File: src/rtl/plic_arbiter_if.sv
// Bus bundle between the interrupt arbiter and its surroundings: peripheral
// request lines, configuration writes, and the core-side request/claim/complete handshake.
interface plic_arbiter_if #(
  parameter int NUM_SRC = 8
);
  logic [NUM_SRC-1:0] src_irq;
  logic               cfg_we;
  logic [3:0]         cfg_addr;
  logic [15:0]        cfg_wdata;
  logic               int_req;
  logic [7:0]         int_code;
  logic               claim;
  logic               complete;
  logic [7:0]         complete_code;
  logic               busy;

  modport master (
    output src_irq, cfg_we, cfg_addr, cfg_wdata, claim, complete, complete_code,
    input  int_req, int_code, busy
  );

  modport slave (
    input  src_irq, cfg_we, cfg_addr, cfg_wdata, claim, complete, complete_code,
    output int_req, int_code, busy
  );
endinterface

File: src/rtl/plic_arbiter.sv
// Single-flight interrupt arbiter: latches level requests as pending, picks the
// highest-priority eligible source and walks it through request, claim and completion.
module plic_arbiter #(
  parameter int NUM_SRC = 8,
  parameter int PRIO_W  = 3
) (
  input logic           clk,
  input logic           rst,
  plic_arbiter_if.slave bus
);

  typedef enum logic [1:0] {
    ST_IDLE  = 2'd0,
    ST_REQ   = 2'd1,
    ST_SERVE = 2'd2
  } state_t;

  state_t              state_q, state_d;
  logic                int_req_q, int_req_d;
  logic [7:0]          int_code_q, int_code_d;
  logic [NUM_SRC-1:0]  pending_q, pending_d;
  logic [NUM_SRC-1:0]  in_service_q, in_service_d;
  logic [NUM_SRC-1:0]  enable_q, enable_d;
  logic [PRIO_W-1:0]   thr_q, thr_d;
  logic [PRIO_W-1:0]   prio_q [NUM_SRC];
  logic [PRIO_W-1:0]   prio_d [NUM_SRC];

  logic [NUM_SRC-1:0]  eligible;
  logic [NUM_SRC-1:0]  cur_sel;
  logic [NUM_SRC-1:0]  claim_set;
  logic [NUM_SRC-1:0]  done_clr;
  logic [3:0]          win_idx;
  logic [PRIO_W-1:0]   win_prio;
  logic                any_eligible;
  logic                unused_wdata;

  assign unused_wdata = ^bus.cfg_wdata;

  // cur_sel is the one-hot of the source currently latched in int_code.
  for (genvar gi = 0; gi < NUM_SRC; gi++) begin : g_src
    assign eligible[gi] = pending_q[gi] & enable_q[gi] & (prio_q[gi] > thr_q);
    assign cur_sel[gi]  = (int_code_q == 8'(gi + 1));
  end

  // Strictly-greater compare keeps the lowest index on priority ties.
  always_comb begin
    win_idx      = '0;
    win_prio     = '0;
    any_eligible = 1'b0;
    for (int i = 0; i < NUM_SRC; i++) begin
      if (eligible[i] && (!any_eligible || prio_q[i] > win_prio)) begin
        any_eligible = 1'b1;
        win_prio     = prio_q[i];
        win_idx      = 4'(i);
      end
    end
  end

  always_comb begin
    state_d    = state_q;
    int_req_d  = int_req_q;
    int_code_d = int_code_q;
    claim_set  = '0;
    done_clr   = '0;
    case (state_q)
      ST_IDLE: begin
        if (any_eligible) begin
          int_code_d = 8'(win_idx) + 8'd1;
          int_req_d  = 1'b1;
          state_d    = ST_REQ;
        end
      end
      ST_REQ: begin
        if (bus.claim) begin
          int_req_d = 1'b0;
          claim_set = cur_sel;
          state_d   = ST_SERVE;
        end else if (!(|(eligible & cur_sel))) begin
          int_req_d  = 1'b0;
          int_code_d = 8'd0;
          state_d    = ST_IDLE;
        end
      end
      ST_SERVE: begin
        if (bus.complete && (bus.complete_code == int_code_q)) begin
          done_clr   = cur_sel;
          int_code_d = 8'd0;
          state_d    = ST_IDLE;
        end
      end
      default: begin
        int_req_d  = 1'b0;
        int_code_d = 8'd0;
        state_d    = ST_IDLE;
      end
    endcase
  end

  // A claim clears pending even if the line is still high that same edge;
  // in_service then holds it off until completion.
  always_comb begin
    pending_d    = (pending_q | (bus.src_irq & ~in_service_q)) & ~claim_set;
    in_service_d = (in_service_q | claim_set) & ~done_clr;
  end

  always_comb begin
    enable_d = enable_q;
    thr_d    = thr_q;
    for (int i = 0; i < NUM_SRC; i++) begin
      prio_d[i] = prio_q[i];
    end
    if (bus.cfg_we) begin
      if (bus.cfg_addr == 4'd14) begin
        enable_d = bus.cfg_wdata[NUM_SRC-1:0];
      end else if (bus.cfg_addr == 4'd15) begin
        thr_d = bus.cfg_wdata[PRIO_W-1:0];
      end else begin
        for (int i = 0; i < NUM_SRC; i++) begin
          if (bus.cfg_addr == 4'(i)) begin
            prio_d[i] = bus.cfg_wdata[PRIO_W-1:0];
          end
        end
      end
    end
  end

  always_ff @(posedge clk or negedge rst) begin
    if (!rst) begin
      state_q      <= ST_IDLE;
      int_req_q    <= 1'b0;
      int_code_q   <= 8'd0;
      pending_q    <= '0;
      in_service_q <= '0;
      enable_q     <= '0;
      thr_q        <= '0;
      for (int i = 0; i < NUM_SRC; i++) begin
        prio_q[i] <= '0;
      end
    end else begin
      state_q      <= state_d;
      int_req_q    <= int_req_d;
      int_code_q   <= int_code_d;
      pending_q    <= pending_d;
      in_service_q <= in_service_d;
      enable_q     <= enable_d;
      thr_q        <= thr_d;
      for (int i = 0; i < NUM_SRC; i++) begin
        prio_q[i] <= prio_d[i];
      end
    end
  end

  assign bus.int_req  = int_req_q;
  assign bus.int_code = int_code_q;
  assign bus.busy     = (state_q != ST_IDLE);

endmodule

File: src/flat_wrapper.sv
// flat-port wrapper written by rule: the top's interface ports become plain ports
module plic_arbiter_flat 
#(
  parameter int NUM_SRC = 8,
  parameter int PRIO_W  = 3
)
  (clk, rst, bus_src_irq, bus_cfg_we, bus_cfg_addr, bus_cfg_wdata, bus_claim, bus_complete, bus_complete_code, bus_int_req, bus_int_code, bus_busy);
  plic_arbiter_if #(.NUM_SRC(NUM_SRC)) bus_i ();
  input logic clk;
  input logic rst;
  input wire logic [$bits(bus_i.src_irq)-1:0] bus_src_irq;
  input wire logic [$bits(bus_i.cfg_we)-1:0] bus_cfg_we;
  input wire logic [$bits(bus_i.cfg_addr)-1:0] bus_cfg_addr;
  input wire logic [$bits(bus_i.cfg_wdata)-1:0] bus_cfg_wdata;
  input wire logic [$bits(bus_i.claim)-1:0] bus_claim;
  input wire logic [$bits(bus_i.complete)-1:0] bus_complete;
  input wire logic [$bits(bus_i.complete_code)-1:0] bus_complete_code;
  output wire logic [$bits(bus_i.int_req)-1:0] bus_int_req;
  output wire logic [$bits(bus_i.int_code)-1:0] bus_int_code;
  output wire logic [$bits(bus_i.busy)-1:0] bus_busy;
  assign bus_i.src_irq = bus_src_irq;
  assign bus_i.cfg_we = bus_cfg_we;
  assign bus_i.cfg_addr = bus_cfg_addr;
  assign bus_i.cfg_wdata = bus_cfg_wdata;
  assign bus_i.claim = bus_claim;
  assign bus_i.complete = bus_complete;
  assign bus_i.complete_code = bus_complete_code;
  assign bus_int_req = bus_i.int_req;
  assign bus_int_code = bus_i.int_code;
  assign bus_busy = bus_i.busy;
  plic_arbiter #(.NUM_SRC(NUM_SRC), .PRIO_W(PRIO_W)) u_core (.clk(clk), .rst(rst), .bus(bus_i));
endmodule
File: config.mk
export PLATFORM = sky130hd
export DESIGN_NAME = plic_arbiter_flat
export DESIGN_NICKNAME = d
export VERILOG_FILES = /design/src/rtl/plic_arbiter_if.sv /design/src/rtl/plic_arbiter.sv /design/src/flat_wrapper.sv
export SDC_FILE = /design/constraint.sdc
export NUM_CORES = 1
export LEC_CHECK = 0
export BUFFER_PORTS_ARGS = -buffer_cell sky130_fd_sc_hd__clkbuf_2
export CORE_MARGIN = 2
export CORE_UTILIZATION = 32
export DETAILED_ROUTE_END_ITERATION = 10
export SLEW_MARGIN = 5
export SYNTH_ARGS = -nofsm -noshare
export SYNTH_HDL_FRONTEND = slang
export SYNTH_SLANG_ARGS = --single-unit
File: constraint.sdc
create_clock -name clk -period 12.1 [get_ports clk]
set_input_delay 0.605 -clock clk [delete_from_list [all_inputs] [get_ports clk]]
set_output_delay 0.605 -clock clk [all_outputs]
set_load 0.05 [all_outputs]
==> results of run 1 <==
routing by layer:
metal,track usage [%],up-vias,routed length (um)
met5,0,-,0
met4,8.00,0,337
met3,3.14,23,489
met2,28.2,106,5300
met1,21.4,1720,4850
li1,-,1698,-
cells in the mapped netlist (all sizes together) (4+ instances only):
master	count	share of area (%)
nand2	20	1.8
a22oi	5	1.0
a211o	4	0.85
or3	4	0.61
a31oi	11	1.8
inv	31	2.8
clkbuf	6	0.55
nand3	15	1.8
and2	6	0.98
dfrtp	58	35
mux2	29	8.0
a32oi	5	1.1
buf	6	1.1
o31ai	7	1.3
o211ai	6	1.1
nand3b	4	0.73
o21a	5	0.92
nor3	5	0.61
ha	46	14
a22o	6	1.3
nor2b	17	2.7
nor2	47	4.3
o311a	4	1.3
nand2b	7	1.1
a21oi	19	2.4
o21ai	15	1.8
per-stage QoR:
stage / util, % / cell area (um2) / power, W
2_1_floorplan: - / 4110 / 0.000768
3_3_place_gp: 35.7 / 4490 / 0.000900
4_1_cts: 38.1 / 4790 / 0.00119
6_report: 38.8 / 4870 / 0.00123
5_1_grt: 38.8 / 4870 / 0.00133
3_5_place_dp: 35.7 / 4490 / 0.000930
cells by family (layout without fill, tap and decap cells):
family                     after synthesis  count (layout)  share of synthesized area [%]
and+or+nand+nor                        139             139                           16.9
AOI/OAI and AO/OA                      111             111                           20.0
DFF                                     58              58                           35.4
adders and majority gates               46              46                           14.0
buffers and inverters                   43              92                           4.52
muxes                                   30              30                           8.21
xor gates and xnor gates                 4               4                          0.855
other                                    1               4                         0.0915
worst max-delay path, delay by kind of cell (launching register included):
kind	cells	cell delay (ns)
buffers and inverters	2	0.28
flip-flops	1	0.35
adder cells (fa/ha/maj)	9	2.50
AND/OR/NAND/NOR	16	2.72
AO/OA/AOI/OAI	29	5.58
power groups by stage:
stage / clock network [W] / registers [W] / logic (W)
finish: 0.000254 / 0.000303 / 0.000674
floorplan: 0 / 0.000307 / 0.000462
detailed placement: 0 / 0.000304 / 0.000625
global placement: 0 / 0.000302 / 0.000598
global route: 0.000264 / 0.000310 / 0.000753
CTS: 0.000256 / 0.000302 / 0.000630
layout make-up:
| class | count | area (um2) | area share, % |
|---|---|---|---|
| multi-input combinational | 334 | 2540 | 52.1 |
| sequential | 58 | 1450 | 29.8 |
| timing repair buffer | 47 | 258 | 5.29 |
| clock buffer | 11 | 253 | 5.19 |
| tap | 172 | 215 | 4.42 |
| inverter | 31 | 116 | 2.39 |
| clock inverter | 3 | 40.0 | 0.822 |
state kept, by name (all words and copies together) (netlist names):
| signal | flops |
|---|---|
| u_core.bus.int_code | 4 |
| u_core.pending_q | 8 |
| u_core.thr_q | 3 |
| u_core.prio_q | 24 |
| u_core.enable_q | 8 |
| u_core.bus.int_req | 1 |
| u_core.in_service_q | 8 |
| u_core.state_q | 2 |
worst max-delay path by stage:
stage,startpoint,endpoint,slack [ns],cells past startpoint
final,u_core.thr_q[1]$_DFFE_PN0P_,u_core.bus.int_code[2]$_DFFE_PN0P_,0.54,56
after CTS,u_core.prio_q[22]$_DFFE_PN0P_,u_core.bus.int_code[2]$_DFFE_PN0P_,0.24,56
after global routing,u_core.thr_q[1]$_DFFE_PN0P_,u_core.bus.int_code[2]$_DFFE_PN0P_,0.0009,59
after detailed placement,u_core.prio_q[23]$_DFFE_PN0P_,u_core.bus.int_code[2]$_DFFE_PN0P_,0.26,58
after floorplan,u_core.thr_q[1]$_DFFE_PN0P_,u_core.bus.int_code[2]$_DFFE_PN0P_,1.49,58
after global placement,u_core.thr_q[1]$_DFFE_PN0P_,u_core.bus.int_code[2]$_DFFE_PN0P_,0.67,57
repair_timing:
action,CTS,global route
endpoints found under the setup margin,0,2
gates resized for setup,0,11
buffers inserted,0,3
cells in the final DEF (no fill, tap or decap), types with 4 or more instances in the layout:
cell type / count
a211o_1: 4
a21oi_1: 17
a22o_1: 6
a22oi_1: 4
a31oi_1: 8
a32oi_1: 5
and2_1: 5
buf_4: 9
clkbuf_16: 9
clkbuf_2: 38
conb_1: 4
dfrtp_1: 58
ha_1: 46
inv_1: 31
mux2_2: 29
nand2_1: 20
nand2b_1: 7
nand3_1: 15
nand3b_1: 4
nor2_1: 46
nor2b_1: 16
nor3_1: 5
o211ai_1: 6
o21a_1: 5
o21ai_0: 15
o31ai_1: 5
or3_1: 4
==> flow_summary.yaml, run 1 <==
cts:
  clock-root-buffer: "clkbuf_16"
  clk_pin_slew_worst_paths_ns: 0.05
  cts_inserted_buffers: 9
  cts_buffer_depth: 2
  cts_sinks: 58
  clk_latency_ns: 0.33
  hold_buffers: 0
  h-tree-depth: 3
  cts_tree: "built"
synthesis:
  synthCells: 432
  synth_edf_count: 0
  syn_area_per_cell_um2: 9.49
  ys_seq_elements: 58
  async_reset_ff_share_pct: 100
  synthesis.area_um2: 4100
  synth_seq_area_share_pct: 35.4
  ys.flop_type: "dfrtp_1"
  synth_warnings: 0
  ys_types: 60
placed_design:
  dp_hpwl_um: 8330
  routabilityCongestion: 0.860
  dpl.cell_count: 639
  port_buffers: 38
  pre_cts_ws_ns: 0.259
global_routing:
  antenna_found_initial: 0
  grt_overflow: 0
  grt_pass1_wl_um: 17600
  grt_max_degree: 59
  grt_util_all_layers_pct: 17.0
  grt_pass1_vias: 3460
timing:
  hold_violations: 0
  fmax_mhz: 86.5
  tightest_slew_ns: 1.12
  finalSetupTns_ns: 0
  rsz0062_at_grt: "false"
  hold_slack_ns: 0.423
  setup_ws_ns: 0.543
  setup_viol: 0
  relSlewSlack_pct: 25.5
  report.final.slew_viol_count: 0
  period_share_pct: 95.5
  finalClockSkew_ns: 0.00202
  post-route-min-period_ns: 11.56
power:
  combPwrFrac_pct: 54.7
  swShare_pct: 43.2
  internal_power_w: 0.000699
  power_frac_seq_pct: 24.6
  pwr_density_cell_nw_per_um2: 253
  pwr-share-clk_pct: 20.7
  leakagePower_nw: 2.15
  vdd_drop_max_mv: 0.137
  switchingPower_w: 0.000532
worst_setup_path:
  reg2reg_depth: 56
  critical_path.max_stage_delay_ns: 0.45
  critPathLaunchType: "register"
  cp_max_fo: 7
  crit_arrival_ns: 11.76
  r2r_end: "u_core.bus.int_code[2]$_DFFE_PN0P_"
  r2r_slack_ns: 0.54
  end_kind: "register"
  cp.required_ns: 12.30
  worst_r2r_startpoint: "u_core.thr_q[1]$_DFFE_PN0P_"
  slowest_stage: "o31ai_2"
  cp_common_cell: "ha_1"
  critPathKind: "register to register"
routing:
  ant_nets: 0
  drcViolationCount: 0
  dr.first_iter.drc_count: 238
  vias: 3547
  vias_per_cell: 5.41
  routed_wl_um: 11000
  wire_per_inst_um: 16.7
  first_pass_iters: 4
cells_and_area:
  fill_cells: 1256
  drive_gt1_share_pct: 21.9
  finalNetCount: 568
  area_growth_pct: 18.8
  diodes: 0
  final_cells: 656
floorplan:
  std_cell_rows: 41
  core_area_um2: 12600
  initial_core_util_pct: 32.6
  die_x_um: 117
  die_area_um2: 13700
  die_h_um: 117
  io_pins: 51
hold_path:
  hold_class: "primary input to async pin"
job:
  maxCapViolCount: 0
run_status:
  status: "finished clean"
(Power assumes the default switching activity.)
==> run 2: changes to the inputs <==
- clock period: 12.1 -> 11 ns (I/O delays scaled with it)
==> run 2 against run 1 <==
Compared with the run above:
- non-clock buffer count grew 30
- total power increased by 27%
- cell count rose by 4.6%
- sequential share of layout area decreased by 2.5 points
- via count is 3.2% higher
- setup slack got worse by 0.14 ns
- die area is the same
- clock skew up 0.00059 ns
- first-iteration DRC count is 23% lower
- critical path type unchanged
- critical endpoint unchanged
- largest cell class unchanged
==> flow_summary.yaml, run 2 (same netlist as run 1, synthesis figures left out) <==
run_status:
  status: "finished clean"
placed_design:
  routabilityCongestion: 0.849
  dpl_cell_area_um2: 4580
  port_buffers: 38
  dpl.cell_count: 650
  pre_cts_ws_ns: -0.246
  dp_hpwl_um: 8350
cts:
  clk_pin_slew_worst_paths_ns: 0.05
  cts_buffer_depth: 2
  clock-root-buffer: "clkbuf_16"
  cts_sinks: 58
  clk_latency_ns: 0.33
  cts_inserted_buffers: 9
  h-tree-depth: 3
  cts_tree: "built"
floorplan:
  initial_core_util_pct: 32.6
  io_pins: 51
  std_cell_rows: 41
  die_x_um: 117
  die_h_um: 117
  core_area_um2: 12600
  die_area_um2: 13700
cells_and_area:
  multiInputGateArea_um2: 2760
  fill_cells: 1208
  final_common_cell: "dfrtp_1"
  seqCellArea_um2: 1450
  top_register: "u_core.prio_q"
  diodes: 0
  drive_gt1_share_pct: 33.1
  finalNetCount: 598
  final_cells: 686
  area_growth_pct: 29.9
  final_cell_mix: "58 x dfrtp_1, 43 x nor2_1, 38 x clkbuf_2"
  postLayoutCellArea_um2: 5330
  largest_reg_flops: 24
power:
  leakagePower_nw: 2.34
  pwr_density_cell_nw_per_um2: 294
  vdd_drop_max_mv: 0.185
worst_setup_path:
  crit_buf_inv: 2
  r2r_slack_ns: 0.40
  crit_family: "compound AO/OA/AOI/OAI gates"
  worstSetupStartpoint: "u_core.prio_q[22]$_DFFE_PN0P_"
  end_kind: "register"
  cp_common_cell: "ha_4"
  cp.required_ns: 11.21
  slowest_stage: "dfrtp_1"
  critPathLaunchType: "register"
  critPathKind: "register to register"
  crit_cells: 56
  r2r_end: "u_core.bus.int_code[2]$_DFFE_PN0P_"
  crit_end: "u_core.bus.int_code[2]$_DFFE_PN0P_"
  cp_max_fo: 6
  worst_r2r_startpoint: "u_core.prio_q[22]$_DFFE_PN0P_"
  critical_path.max_stage_delay_ns: 0.41
  reg2reg_depth: 56
  crit_arrival_ns: 10.81
global_routing:
  grt_pass1_wl_um: 18100
  grt_max_degree: 59
  grt_overflow: 0
  antenna_found_initial: 0
  grt_pass1_vias: 3508
  grt_util_all_layers_pct: 17.5
timing:
  relSlewSlack_pct: 29.8
  setup_ws_ns: 0.405
  fmax_mhz: 94.4
  period_share_pct: 96.3
  tightest_slew_ns: 1.05
  post-route-min-period_ns: 10.60
  hold_violations: 0
  report.final.slew_viol_count: 0
  finalClockSkew_ns: 0.00261
  setup_viol: 0
routing:
  routed_wl_um: 11700
  first_pass_iters: 4
  vias: 3662
  ant_nets: 0
  vias_per_cell: 5.34
  dr.first_iter.drc_count: 183
  drcViolationCount: 0
  wire_per_inst_um: 17.0
job:
  maxCapViolCount: 0
hold_path:
  hold_class: "primary input to async pin"
==> run 2: per-stage QoR <==
| stage | util (%) | power, W | hold WS, ns | TNS, ns |
|---|---|---|---|---|
| 2_1_floorplan | - | 0.000845 | 0.254 | 0 |
| 3_3_place_gp | 36.4 | 0.00103 | 0.487 | 0 |
| 3_5_place_dp | 36.4 | 0.00106 | 0.501 | -0.246 |
| 4_1_cts | 39.0 | 0.00136 | 0.402 | 0 |
| 5_1_grt | 42.4 | 0.00168 | 0.446 | -0.0565 |
| 6_report | 42.4 | 0.00157 | 0.370 | 0 |
==> run 2: what timing repair did <==
action,CTS,global route
resized for setup,6,54
endpoints found under the setup margin,2,4
setup buffers,1,21
hold buffers,0,0
pin swaps,3,42
==> run 2: power by group <==
group | leakage [nW] | total, W | internal, W | switching [W]
registers | 0.693 | 0.000336 | 0.000270 | 0.0000659
logic | 1.50 | 0.000949 | 0.000456 | 0.000493
clock network | 0.147 | 0.000280 | 0.000184 | 0.0000964
total | 2.34 | 0.00157 | 0.000910 | 0.000655
==> run 2: area by class of cell <==
type	count	area share (%)
clock inverters	3	0.752
clock buffers	11	4.75
multi-input cells	334	51.8
inverters	31	2.19
repair buffers	77	9.21
well taps	172	4.04
flip-flops and latches	58	27.3
==> run 2: worst min-delay path by stage <==
stage                                       start                                  to  slack (ns)
global route                                  rst      u_core.enable_q[0]$_DFFE_PN0P_        0.45
floorplan                                     rst  u_core.bus.int_code[0]$_DFFE_PN0P_        0.25
finish                                        rst       u_core.prio_q[20]$_DFFE_PN0P_        0.37
detailed placement  u_core.pending_q[4]$_DFF_PN0_       u_core.pending_q[4]$_DFF_PN0_        0.50
CTS                                           rst       u_core.prio_q[22]$_DFFE_PN0P_        0.40
global placement    u_core.pending_q[7]$_DFF_PN0_       u_core.pending_q[7]$_DFF_PN0_        0.49
==> run 2: routing by layer <==
metal	track usage (%)	share of wire [%]	up-vias
met2	28.9	49	83
met4	6.98	2.9	0
met3	3.96	4.0	19
met5	0	0	-
met1	22.4	44	1804
li1	-	-	1756
